## config.mk

```make
export PLATFORM = sky130hd
export DESIGN_NAME = io_output_pipe
export DESIGN_NICKNAME = d
export VERILOG_FILES = /design/src/rtl/io_output_pipe.sv
export SDC_FILE = /design/constraint.sdc
export NUM_CORES = 1
export LEC_CHECK = 0
export ABC_CLOCK_PERIOD_IN_PS = 980
export BUFFER_PORTS_ARGS = -buffer_cell sky130_fd_sc_hd__buf_2
export CAP_MARGIN = 20
export CORE_AREA = 3 3 40 42
export CTS_CLUSTER_DIAMETER = 150
export DETAILED_ROUTE_END_ITERATION = 16
export DIE_AREA = 0 0 43 45
export PLACE_DENSITY = 0.36
export SYNTH_ARGS = -nofsm -noshare
export SYNTH_HDL_FRONTEND = slang
export SYNTH_SLANG_ARGS = --single-unit
```

## constraint.sdc

```tcl
create_clock -name CLK -period 0.98 [get_ports CLK]
set_clock_uncertainty 0.05 [all_clocks]
set_input_delay 0.098 -clock CLK [delete_from_list [all_inputs] [get_ports CLK]]
set_output_delay 0.098 -clock CLK [all_outputs]
set_load 0.05 [all_outputs]
```

## src/rtl/io_output_pipe.sv

```systemverilog
// io_output_pipe
//   Registered output stage for pad drivers. Words (data + per-channel output
//   enable) enter through a valid/stall handshake, travel through DEPTH-1
//   internal stages, and are finally captured by a bare pad register that
//   holds its value between updates. Bubbles never disturb the pad register.
//
// Parameters
//   WIDTH       : number of output channels (1..64)
//   DEPTH       : register stages including the pad stage (1..8)
//   RESET_VALUE : value on Q during and after RESET
//   OE_RESET    : value replicated onto every OE_Q bit at reset
//
// Ports
//   CLK       in   clock, rising edge
//   RESET     in   synchronous, active-high; beats STALL and IN_VALID
//   STALL     in   freezes every stage including the pad stage
//   IN_VALID  in   IN_DATA/IN_OE carry a word
//   IN_READY  out  !STALL (combinational)
//   IN_DATA   in   data word
//   IN_OE     in   per-channel output enable
//   Q         out  pad data (register output)
//   OE_Q      out  pad output enable (register output)
//   IDLE      out  no valid word in internal stages
//   UPD_COUNT out  saturating count of pad updates (only with
//                  IO_OUTPUT_PIPE_UPDCNT_EN defined)
module io_output_pipe #(
  parameter int unsigned        WIDTH       = 1,
  parameter int unsigned        DEPTH       = 2,
  parameter logic [WIDTH-1:0]   RESET_VALUE = '0,
  parameter logic               OE_RESET    = 1'b0
) (
  input  logic             CLK,
  input  logic             RESET,
  input  logic             STALL,
  input  logic             IN_VALID,
  output logic             IN_READY,
  input  logic [WIDTH-1:0] IN_DATA,
  input  logic [WIDTH-1:0] IN_OE,
  output logic [WIDTH-1:0] Q,
  output logic [WIDTH-1:0] OE_Q,
  output logic             IDLE
`ifdef IO_OUTPUT_PIPE_UPDCNT_EN
  ,
  output logic [15:0]      UPD_COUNT
`endif
);

  logic             pad_load;
  logic [WIDTH-1:0] pad_data;
  logic [WIDTH-1:0] pad_oe;

  assign IN_READY = ~STALL;

  if (DEPTH == 1) begin : g_direct
    assign pad_load = IN_VALID & ~STALL;
    assign pad_data = IN_DATA;
    assign pad_oe   = IN_OE;
    assign IDLE     = 1'b1;
  end else begin : g_pipe
    localparam int unsigned NS = DEPTH - 1;

    logic [WIDTH-1:0] dat_q [NS];
    logic [WIDTH-1:0] oen_q [NS];
    logic             vld_q [NS];
    logic             any_vld;

    always_ff @(posedge CLK) begin
      if (RESET) begin
        for (int unsigned i = 0; i < NS; i++) begin
          dat_q[i] <= '0;
          oen_q[i] <= '0;
          vld_q[i] <= 1'b0;
        end
      end else if (!STALL) begin
        dat_q[0] <= IN_DATA;
        oen_q[0] <= IN_OE;
        vld_q[0] <= IN_VALID;
        for (int unsigned i = 1; i < NS; i++) begin
          dat_q[i] <= dat_q[i-1];
          oen_q[i] <= oen_q[i-1];
          vld_q[i] <= vld_q[i-1];
        end
      end
    end

    always_comb begin
      any_vld = 1'b0;
      for (int unsigned i = 0; i < NS; i++) begin
        any_vld = any_vld | vld_q[i];
      end
    end

    assign IDLE     = ~any_vld;
    assign pad_load = vld_q[NS-1] & ~STALL;
    assign pad_data = dat_q[NS-1];
    assign pad_oe   = oen_q[NS-1];
  end

  // Pad stage: next value chosen ahead so the register itself has no logic
  // between its output and the pin.
  logic [WIDTH-1:0] q_d, q_q;
  logic [WIDTH-1:0] oe_d, oe_q;

  always_comb begin
    q_d  = q_q;
    oe_d = oe_q;
    if (pad_load) begin
      q_d  = pad_data;
      oe_d = pad_oe;
    end
  end

  always_ff @(posedge CLK) begin
    if (RESET) begin
      q_q  <= RESET_VALUE;
      oe_q <= {WIDTH{OE_RESET}};
    end else begin
      q_q  <= q_d;
      oe_q <= oe_d;
    end
  end

  assign Q    = q_q;
  assign OE_Q = oe_q;

`ifdef IO_OUTPUT_PIPE_UPDCNT_EN
  logic [15:0] cnt_d, cnt_q;

  always_comb begin
    cnt_d = cnt_q;
    if (pad_load && (cnt_q != '1)) begin
      cnt_d = cnt_q + 16'd1;
    end
  end

  always_ff @(posedge CLK) begin
    if (RESET) begin
      cnt_q <= '0;
    end else begin
      cnt_q <= cnt_d;
    end
  end

  assign UPD_COUNT = cnt_q;
`endif

endmodule

```

Yosys cells after proc, flatten, opt, wreduce, memory -nomap -nowiden:

Memory sizes are Yosys's and may differ from the RTL's. A register that Yosys moved wholly into a read port is not among the register bits.
Index checks and enable logic that the tools add are counted.

* multiplexer cells: 11
* bitwise logic cells: 3
* reductions and logical operators: 3

Operators by type and width (number)
* 1-bit 2-to-1 mux: 11
* 1-bit OR reduction: 3
* 1-bit inverter: 2
* 1-bit AND: 1

* flip-flop bits (word level): 0
* bits in writable memories: 3
* logic and storage cells: 20
* memories kept: 3

Memory list
* g_pipe.dat_q: words 1, width 1, rd ports 1, clocked after memory_dff 1, wr ports 1, RTL line 62 `logic [WIDTH-1:0] dat_q [NS];`
* g_pipe.oen_q: words 1, width 1, rd ports 1, clocked after memory_dff 1, wr ports 1, RTL line 63 `logic [WIDTH-1:0] oen_q [NS];`
* g_pipe.vld_q: words 1, width 1, rd ports 1, clocked after memory_dff 0, wr ports 1, RTL line 64 `logic vld_q [NS];`

Longest topological paths before layout:

Gate-level depths: netlist of the first run.

* word-level depth: 5
* gate-level depth with buffers: 2
* depth with buffers taken out: 2

Worst setup path after synthesis of the first run:

No wires, ideal clock.

* path kind: flip-flop to flip-flop
* from: register OE_Q (netlist name)
* to: register oe_q, in the netlist OE_Q, read port of g_pipe.oen_q
* setup time: 0.067 ns
* data arrival time: 0.833 ns
* data required time: 0.863 ns
* setup slack: 0.029 ns
* stages on the path, launching flop included: 3
* path buffers: 0
* period minus slack after synthesis: 0.951 ns
* cell sequence: dfxtp_1 -> nand2b_1 -> o21ai_2

RTL lines
* to (decl): RTL line 102 `logic [WIDTH-1:0] oe_d, oe_q;`

Worst setup path in the final report of the first run:

* from: memory g_pipe.vld_q[0]
* to: output port IDLE

* cells in the longest elaborated chain, start to end: 2

Ends and longest elaborated chain
* from (decl): RTL line 64
* memory 1 x 1 bit
* 1-bit inverter: RTL line 93 `assign IDLE = ~any_vld;`
* to (decl): RTL line 41 `output logic IDLE`

Every way passes these cells.

==> results of run 1 <==
==> final cells by class <==
| type | count | area (sq um) | share of cell area (%) |
|---|---|---|---|
| timing repair buffer | 10 | 63.81 | 18.82 |
| tap | 15 | 18.77 | 5.535 |
| multi-input combinational | 12 | 92.59 | 27.31 |
| inverter | 2 | 7.507 | 2.214 |
| clock buffer | 4 | 26.28 | 7.749 |
| sequential | 5 | 130.1 | 38.38 |
==> metal layers <==
metal | up-vias | track usage (%) | wire length (um)
li1 | 93 | - | -
met1 | 70 | 5.623 | 186
met2 | 9 | 7.485 | 174
met3 | 0 | 3.586 | 58
met4 | 0 | 5.422 | 0
met5 | - | 0 | 0
==> worst max-delay path, stage by stage, from the launching register on <==
cell and delay, ns:
edfxtp_1 0.37, inv_1 0.08, buf_6 0.15
==> Yosys cell counts <==
cell type / number
inv_1: 2
nand2b_1: 3
nor2_2: 1
nor2b_2: 1
o21ai_2: 2
dfxtp_1: 2
nand4bb_1: 2
and2_1: 3
edfxtp_1: 3
==> worst paths after layout <==
| kind | to | slack, ns | depth (start not counted) |
|---|---|---|---|
| worst max-delay path | IDLE | -0.008 | 2 |
| worst min-delay path | g_pipe.dat_q[0] | 0.08 | 2 |
| worst max register to register | Q | 0.06 | 3 |
| worst min register to register | OE_Q | 0.42 | 2 |
==> power groups by stage <==
stage / clock network (W) / registers [W] / logic, W
after detailed placement: 0 / 0.000247 / 0.0000765
after global placement: 0 / 0.000247 / 0.0000758
after CTS: 0.000253 / 0.000242 / 0.0000891
final: 0.000241 / 0.000242 / 0.0000880
after floorplan: 0 / 0.000256 / 0.0000411
after global routing: 0.000267 / 0.000243 / 0.0000949
==> state kept, by name (all words and copies together), names as in the netlist <==
name,flops
g_pipe.oen_q,1
OE_Q,1
g_pipe.dat_q,1
Q,1
g_pipe.vld_q,1
==> metrics by stage <==
step	util, %	area [sq um]
2_1_floorplan	-	230.2
5_1_grt	26.39	339.1
4_1_cts	26.39	339.1
6_report	26.39	339.1
3_3_place_gp	22.88	294.0
3_5_place_dp	22.88	294.0
==> cells by family after synthesis <==
family | count (synthesis)
AND/OR/NAND/NOR | 10
flip-flops | 5
AO/OA/AOI/OAI | 2
buffers and inverters | 2
==> repair_timing <==
| action | 4_1_cts | 5_1_grt |
|---|---|---|
| endpoints found under the setup margin | 3 | 1 |
| setup buffers | 1 | 0 |
| gates resized for setup | 4 | 0 |
==> results.cfg, run 1 <==
[power]
sw_frac_of_total_pct = 25.22
leakage_nw = 0.1467
pwr-share-clk_pct = 42.2
peakVddDrop_uv = 521.2
p_int_w = 0.0004267
p_comb_share_pct = 15.4
power.density_nw_per_um2 = 1683
total_power_w = 0.0005705
seqPwrFrac_pct = 42.4
p_sw_w = 0.0001439

[global_routing]
antenna_found_initial = 0
grt_pass1_vias = 174
gr-total-overflow = 0
grt_max_degree = 7
grt_use_total_pct = 5.523
grt_first_pass_wirelength_um = 696

[yosys]
synthCells = 19
yosysWarnings = 0
yosys.area_share.simple_pct = 32.61
synth_cell_type_count = 9
synthMuxAreaShare_pct = 0
synth_fa_ha_area_share_pct = 0
yosysSeqAreaShare_pct = 56.52
syn_area_per_cell_sq_um = 12.12
yosys.area.top_type = edfxtp_1
yosysTopAreaCellShare_pct = 39.13
synth_top_family_by_area = simple AND/OR/NAND/NOR gates
netlist_area_sq_um = 230.2
synth-xor-area-share_pct = 0
synthesis.nets = 25
netlist_top_cells_area = edfxtp_1, dfxtp_1, nand4bb_1
synth_seq_cells = 5
synth-compound-area-share_pct = 7.609

[route]
num_vias = 172
routedWlPerCell_um = 8.729
drtPass1Iterations = 1
totalWireLength_um = 419
ant_nets = 0
drt_iter0_drc = 0
drc_errors = 0
viasPerCell = 3.583

[hold_path]
min_path_type = input pin to register
holdCritStartpoint = IN_DATA

[sta]
rsz0062_at_grt = yes
setup_violations = 1
fin_ws_ns = -0.008232
whs_ns = 0.08251
slew_headroom_pct = 83.64
slew_violations = 0
worst_slew_pin_slew_ns = 0.2471
final_hold_viol_count = 0
period_share_pct = 100.8
min_period_ns = 0.9882
fmax_mhz = 1012
fin_setup_tns_ns = -0.008232

[placed_design]
gp_congestion = 0.6041
place_hpwl_um = 334
dp_worst_setup_slack_ns = 0.1121
post-place-cells = 43
portBuffers = 9

[critical_path]
reg2reg_from = g_pipe.vld_q[0]
worstPathMaxFanout = 2
worstSetupPathType = register to output port
start_kind = register
crit_path_start = g_pipe.vld_q[0]
worstPathArrival_ns = 0.84
endpoint_kind = output port
required_ns = 0.83

[clock_tree]
cts.path.max_buffers = 2
cts_made_buffers = 3
cts_root_buf = clkbuf_4
cts_hold_buf = 0
clk_pin_slew_ns = 0.05
numClockSinks = 5
htreeDepth = 1
cts_tree = yes
clk_latency_ns = 0.24

[floorplan]
core-area_sq_um = 1285
rows = 13
io_pins = 10
floorplan.initialDensity_pct = 17.92
die_w_um = 43
dieArea_sq_um = 1935
die_h_um = 45

[run]
cap_viol_max_count = 0

[cells_and_area]
fin_nets = 40
drive_above_1_share_pct = 51.52
syn2layout_area_growth_pct = 47.28
fillers = 147
final_cells = 48
diodes = 0
final_common_cell = buf_2

[status]
violations = negative setup slack
status = complete, but fails checks
Power figures use the tool's default switching activity.
==> run 2, diff against run 1 <==
--- a/config.mk
+++ b/config.mk
@@ -5,13 +5,13 @@
 export SDC_FILE = /design/constraint.sdc
 export NUM_CORES = 1
 export LEC_CHECK = 0
-export ABC_CLOCK_PERIOD_IN_PS = 980
+export ABC_CLOCK_PERIOD_IN_PS = 1250
 export BUFFER_PORTS_ARGS = -buffer_cell sky130_fd_sc_hd__buf_2
 export CAP_MARGIN = 20
-export CORE_AREA = 3 3 40 42
+export CORE_AREA = 2 2 39 41
 export CTS_CLUSTER_DIAMETER = 150
 export DETAILED_ROUTE_END_ITERATION = 16
-export DIE_AREA = 0 0 43 45
+export DIE_AREA = 0 0 41 43
 export PLACE_DENSITY = 0.36
 export SYNTH_ARGS = -nofsm -noshare
 export SYNTH_HDL_FRONTEND = slang
==> constraint.sdc (replaced) <==
create_clock -name CLK -period 1.25 [get_ports CLK]
set_clock_uncertainty 0.05 [all_clocks]
set_input_delay 0.125 -clock CLK [delete_from_list [all_inputs] [get_ports CLK]]
set_output_delay 0.125 -clock CLK [all_outputs]
set_load 0.05 [all_outputs]
==> run 2 against run 1 <==
The run now ends clean. Wire length is 11% lower. Via count is 3.5% higher. Final area is 5.2% lower. Flip-flop and latch count stayed put. Register-to-register slack better by 0.34 ns. Cell count stayed put. Setup slack better by 0.11 ns. Sequential power is 21% lower. Critical path depth stayed put. Hold slack better by 0.025 ns. Critical path type unchanged. Largest cell class unchanged. Highest routed layer unchanged.
==> results.cfg, run 2 (same netlist as run 1, synthesis figures left out) <==
[status]
status = completed

[critical_path]
worstPathArrival_ns = 0.97
reg2reg_from = g_pipe.vld_q[0]
worst-path-stages = 2
reg2reg_depth = 2
worstPathMaxFanout = 4
cpMaxStageDelayCell = edfxtp_1
start_kind = register
required_ns = 1.08
cp_top_family = flip-flops
worstSetupPathType = register to output port
crit_chain = inv_1 -> buf_2
critical_path.max_stage_delay_ns = 0.42
critPathBufInv = 2
endpoint_kind = output port
crit_path_start = g_pipe.vld_q[0]

[route]
totalWireLength_um = 372
viasPerCell = 3.708
drc_errors = 0
routedWlPerCell_um = 7.750
ant_nets = 0
num_vias = 178
drt_iter0_drc = 2
drtPass1Iterations = 3

[sta]
period_share_pct = 91.94
setup_violations = 0
slew_violations = 0
min_period_ns = 1.149
fmax_mhz = 870.1
rsz0062_at_grt = no
whs_ns = 0.1080
fin_setup_tns_ns = 0
slew_headroom_pct = 83.64
final_hold_viol_count = 0
worst_slew_pin_slew_ns = 0.2472

[power]
leakage_nw = 0.1391
p_int_w = 0.0003270
p_sw_w = 0.0001069
peakVddDrop_uv = 383.3
pwr-share-clk_pct = 42.5
sw_frac_of_total_pct = 24.64
seqPwrFrac_pct = 44.1
p_comb_share_pct = 13.4
power.density_nw_per_um2 = 1349

[clock_tree]
cts_resized = 0
numClockSinks = 5
cts_tree = yes
cts_hold_buf = 0
cts_root_buf = clkbuf_4
clk_pin_slew_ns = 0.04
cts_made_buffers = 3
clk_latency_ns = 0.24
cts.path.max_buffers = 2
post_cts_buffers = 0
htreeDepth = 1

[floorplan]
core-area_sq_um = 1384
io_pins = 10
floorplan.initialDensity_pct = 16.64
dieArea_sq_um = 1763
die_h_um = 43
die_w_um = 41
rows = 14

[global_routing]
antenna_found_initial = 0
gr-total-overflow = 0
grt_use_total_pct = 6.250
grt_first_pass_wirelength_um = 641
grt_max_degree = 7
grt_pass1_vias = 167

[hold_path]
min_path_type = input pin to register
whs_path_depth = 2
holdCritStartpoint = IN_VALID

[cells_and_area]
drive_above_1_share_pct = 50.00
final_common_cell = buf_2
design_area_sq_um = 321.6
syn2layout_area_growth_pct = 39.67
ff_latch_area_sq_um = 130.1
fillers = 152
diodes = 0
final_cell_mix = buf_2, and2_1, nand2b_1, clkbuf_4, edfxtp_1
fin_nets = 39
multi_input_area_sq_um = 92.59

[placed_design]
dpl-instance-area_sq_um = 295.3
portBuffers = 9
gp_congestion = 0.6153
place_hpwl_um = 321.3

[run]
cap_viol_max_count = 0
run 2: per-stage QoR:
step	setup slack, ns	instances	power, W	util, %
floorplan	0.2992	19	0.0002331	-
global placement	0.3652	44	0.0002531	21.34
detailed placement	0.3518	44	0.0002536	21.34
CTS	0.08539	48	0.0004436	23.24
global route	0.04777	48	0.0004699	23.24
finish	0.1007	48	0.0004338	23.24
run 2: area by class of cell:
cell class,instances,area share [%]
flip-flops and latches,5,40.47
multi-input cells,12,28.79
repair buffers,9,14.01
clock buffers,4,8.171
well taps,16,6.226
inverters,2,2.335
run 2: worst paths after layout:
kind                endpoint  slack, ns
max                     IDLE       0.10
min          g_pipe.vld_q[0]       0.11
max reg2reg                Q       0.40
min reg2reg             OE_Q       0.42
run 2: power by group through the flow:
stage / registers (W) / clock network [W] / logic, W
2_1_floorplan: 0.000201 / 0 / 0.0000322
3_3_place_gp: 0.000194 / 0 / 0.0000592
3_5_place_dp: 0.000194 / 0 / 0.0000592
4_1_cts: 0.000192 / 0.000193 / 0.0000593
5_1_grt: 0.000192 / 0.000215 / 0.0000627
6_report: 0.000191 / 0.000184 / 0.0000583
run 2: metal layers:
metal,GRT usage [%],wire length (um)
met5,0,0
met3,7.853,51
met1,5.863,152
met2,8.125,167
met4,2.000,0
==> run 3, diff against run 2 <==
--- a/config.mk
+++ b/config.mk
@@ -5,6 +5,7 @@
 export SDC_FILE = /design/constraint.sdc
 export NUM_CORES = 1
 export LEC_CHECK = 0
+export ABC_AREA = 1
 export ABC_CLOCK_PERIOD_IN_PS = 1250
 export BUFFER_PORTS_ARGS = -buffer_cell sky130_fd_sc_hd__buf_2
 export CAP_MARGIN = 20
@@ -12,7 +13,7 @@
 export CTS_CLUSTER_DIAMETER = 150
 export DETAILED_ROUTE_END_ITERATION = 16
 export DIE_AREA = 0 0 41 43
-export PLACE_DENSITY = 0.36
+export PLACE_DENSITY = 0.35
 export SYNTH_ARGS = -nofsm -noshare
 export SYNTH_HDL_FRONTEND = slang
 export SYNTH_SLANG_ARGS = --single-unit
==> run 3 against run 2 <==
Count of clock-buffer cells in the layout unchanged. Clock power hardly changed. Via count grew 10%. Core utilization is 0.90 points lower. Critical path type unchanged.
==> results.cfg, run 3 <==
[status]
status = completed

[yosys]
syn_area_per_cell_sq_um = 8.063
synthFlopType = edfxtp_1
synth-edff-count = 3
netlist_area_sq_um = 217.7
yosysSeqAreaShare_pct = 59.77
async_flop_share_pct = 0
yosysTopAreaCellShare_pct = 41.38
synthCells = 27
synth_seq_cells = 5
synth_cell_type_count = 8
yosysWarnings = 0
yosys-top-cells-count = inv_1, nor2_1, nand2_1
yosys.area.top_type = edfxtp_1
synthesis.nets = 33
netlist_top_cells_area = edfxtp_1, dfxtp_1, inv_1

[route]
ant_nets = 0
routedWlPerCell_um = 7.268
num_vias = 196
viasPerCell = 3.500
drt_iter0_drc = 6
drc_errors = 0
drtPass1Iterations = 2
totalWireLength_um = 407

[cells_and_area]
final_cell_mix = buf_2, inv_1, nor2_1, nand2_1
fin_nets = 47
final_common_cell = buf_2
drive_above_1_share_pct = 35.00
syn2layout_area_growth_pct = 41.95
diodes = 0
post-route-util_pct = 22.33
fillers = 168

[power]
power.density_nw_per_um2 = 1449
peakVddDrop_uv = 279.1
leakage_nw = 0.1644

[critical_path]
worstPathMaxFanout = 3
reg2reg_from = g_pipe.vld_q[0]
r2r_end = Q
crit_chain = inv_1 -> buf_2
worstSetupPathType = register to output port
critical_path.max_stage_delay_ns = 0.40
start_kind = register
endpoint_kind = output port
required_ns = 1.08
cpMaxStageDelayCell = edfxtp_1
rrSetupSlack_ns = 0.43
worstPathArrival_ns = 0.99
reg2reg_depth = 4

[floorplan]
dieArea_sq_um = 1763
io_pins = 10
die_w_um = 41
die_h_um = 43
rows = 14
core-area_sq_um = 1384
floorplan.initialDensity_pct = 15.73

[clock_tree]
cts_hold_buf = 0
cts_root_buf = clkbuf_4
htreeDepth = 1
post_cts_buffers = 0
clk_latency_ns = 0.24
clk_pin_slew_ns = 0.04
cts_tree = yes
cts.path.max_buffers = 2
cts_made_buffers = 3
numClockSinks = 5
cts_resized = 0

[sta]
slew_headroom_pct = 83.44
setup_violations = 0
rsz0062_at_grt = no
fmax_mhz = 854.9
whs_ns = 0.1219
final_hold_viol_count = 0
fin_setup_tns_ns = 0
period_share_pct = 93.57
slew_violations = 0
worst_slew_pin_slew_ns = 0.2501
min_period_ns = 1.170

[placed_design]
gp_congestion = 0.5370
portBuffers = 9
place_hpwl_um = 343.2

[hold_path]
holdCritStartpoint = RESET
whs_path_depth = 4
min_path_type = input pin to register
hold_end = Q

[global_routing]
antenna_found_initial = 0
grt_max_degree = 5
grt_pass1_vias = 191
grt_first_pass_wirelength_um = 703
grt_use_total_pct = 6.855
gr-total-overflow = 0

[run]
cap_viol_max_count = 0
-- run 3: critical path, delay by kind of cell, from the launching register on --
kind | cells | cell delay (ns)
flops | 1 | 0.40
buf+inv | 2 | 0.36
-- run 3: layout make-up --
class                      instances  area (sq um)  area share, %
inverter                           8         30.03          9.717
timing repair buffer               9         45.04          14.57
tap                               16         20.02          6.478
multi-input combinational         14         57.56          18.62
clock buffer                       4         26.28          8.502
sequential                         5         130.1          42.11
-- run 3: worst max path at each step --
stage / start / to / depth (start not counted)
final: g_pipe.vld_q[0] / IDLE / 2
after global routing: g_pipe.vld_q[0] / IDLE / 2
after CTS: g_pipe.vld_q[0] / IDLE / 2
after detailed placement: g_pipe.vld_q[0] / IDLE / 2
after global placement: g_pipe.vld_q[0] / IDLE / 2
after floorplan: g_pipe.vld_q[0] / OE_Q / 4
-- run 3: logic make-up (layout without fill, tap and decap cells) --
family / Yosys count / in the layout / share of synthesized area (%)
buffers and inverters: 8 / 21 / 13.79
DFF: 5 / 5 / 59.77
and+or+nand+nor: 14 / 14 / 26.44
-- run 3: metal layers --
layer  GRT usage (%)  wire [um]  up-vias  part of all wire (%)
met1           5.863        176       82                    43
met3           6.283         66        0                    16
met5               0          0        -                     0
met2           8.125        164       10                    40
met4           8.000          0        0                     0
li1                -          -      104                     -
-- run 3: report_power, final --
group	leakage, nW	switching, W	internal (W)
logic	0.101	0.0000533	0.0000202
clock network	0.0150	0.0000605	0.000120
registers	0.0487	0.00000482	0.000189
total	0.164	0.000119	0.000329
-- run 3: stage by stage --
stage          std cells  total power [W]  setup WS [ns]  instance area [sq um]
2_1_floorplan         27        0.0002487         0.1564                  217.7
3_3_place_gp          52        0.0002703         0.3375                  282.8
3_5_place_dp          52        0.0002707         0.3255                  282.8
4_1_cts               56        0.0004623        0.06353                  309.0
5_1_grt               56        0.0004887        0.01275                  309.0
6_report              56        0.0004477        0.08034                  309.0
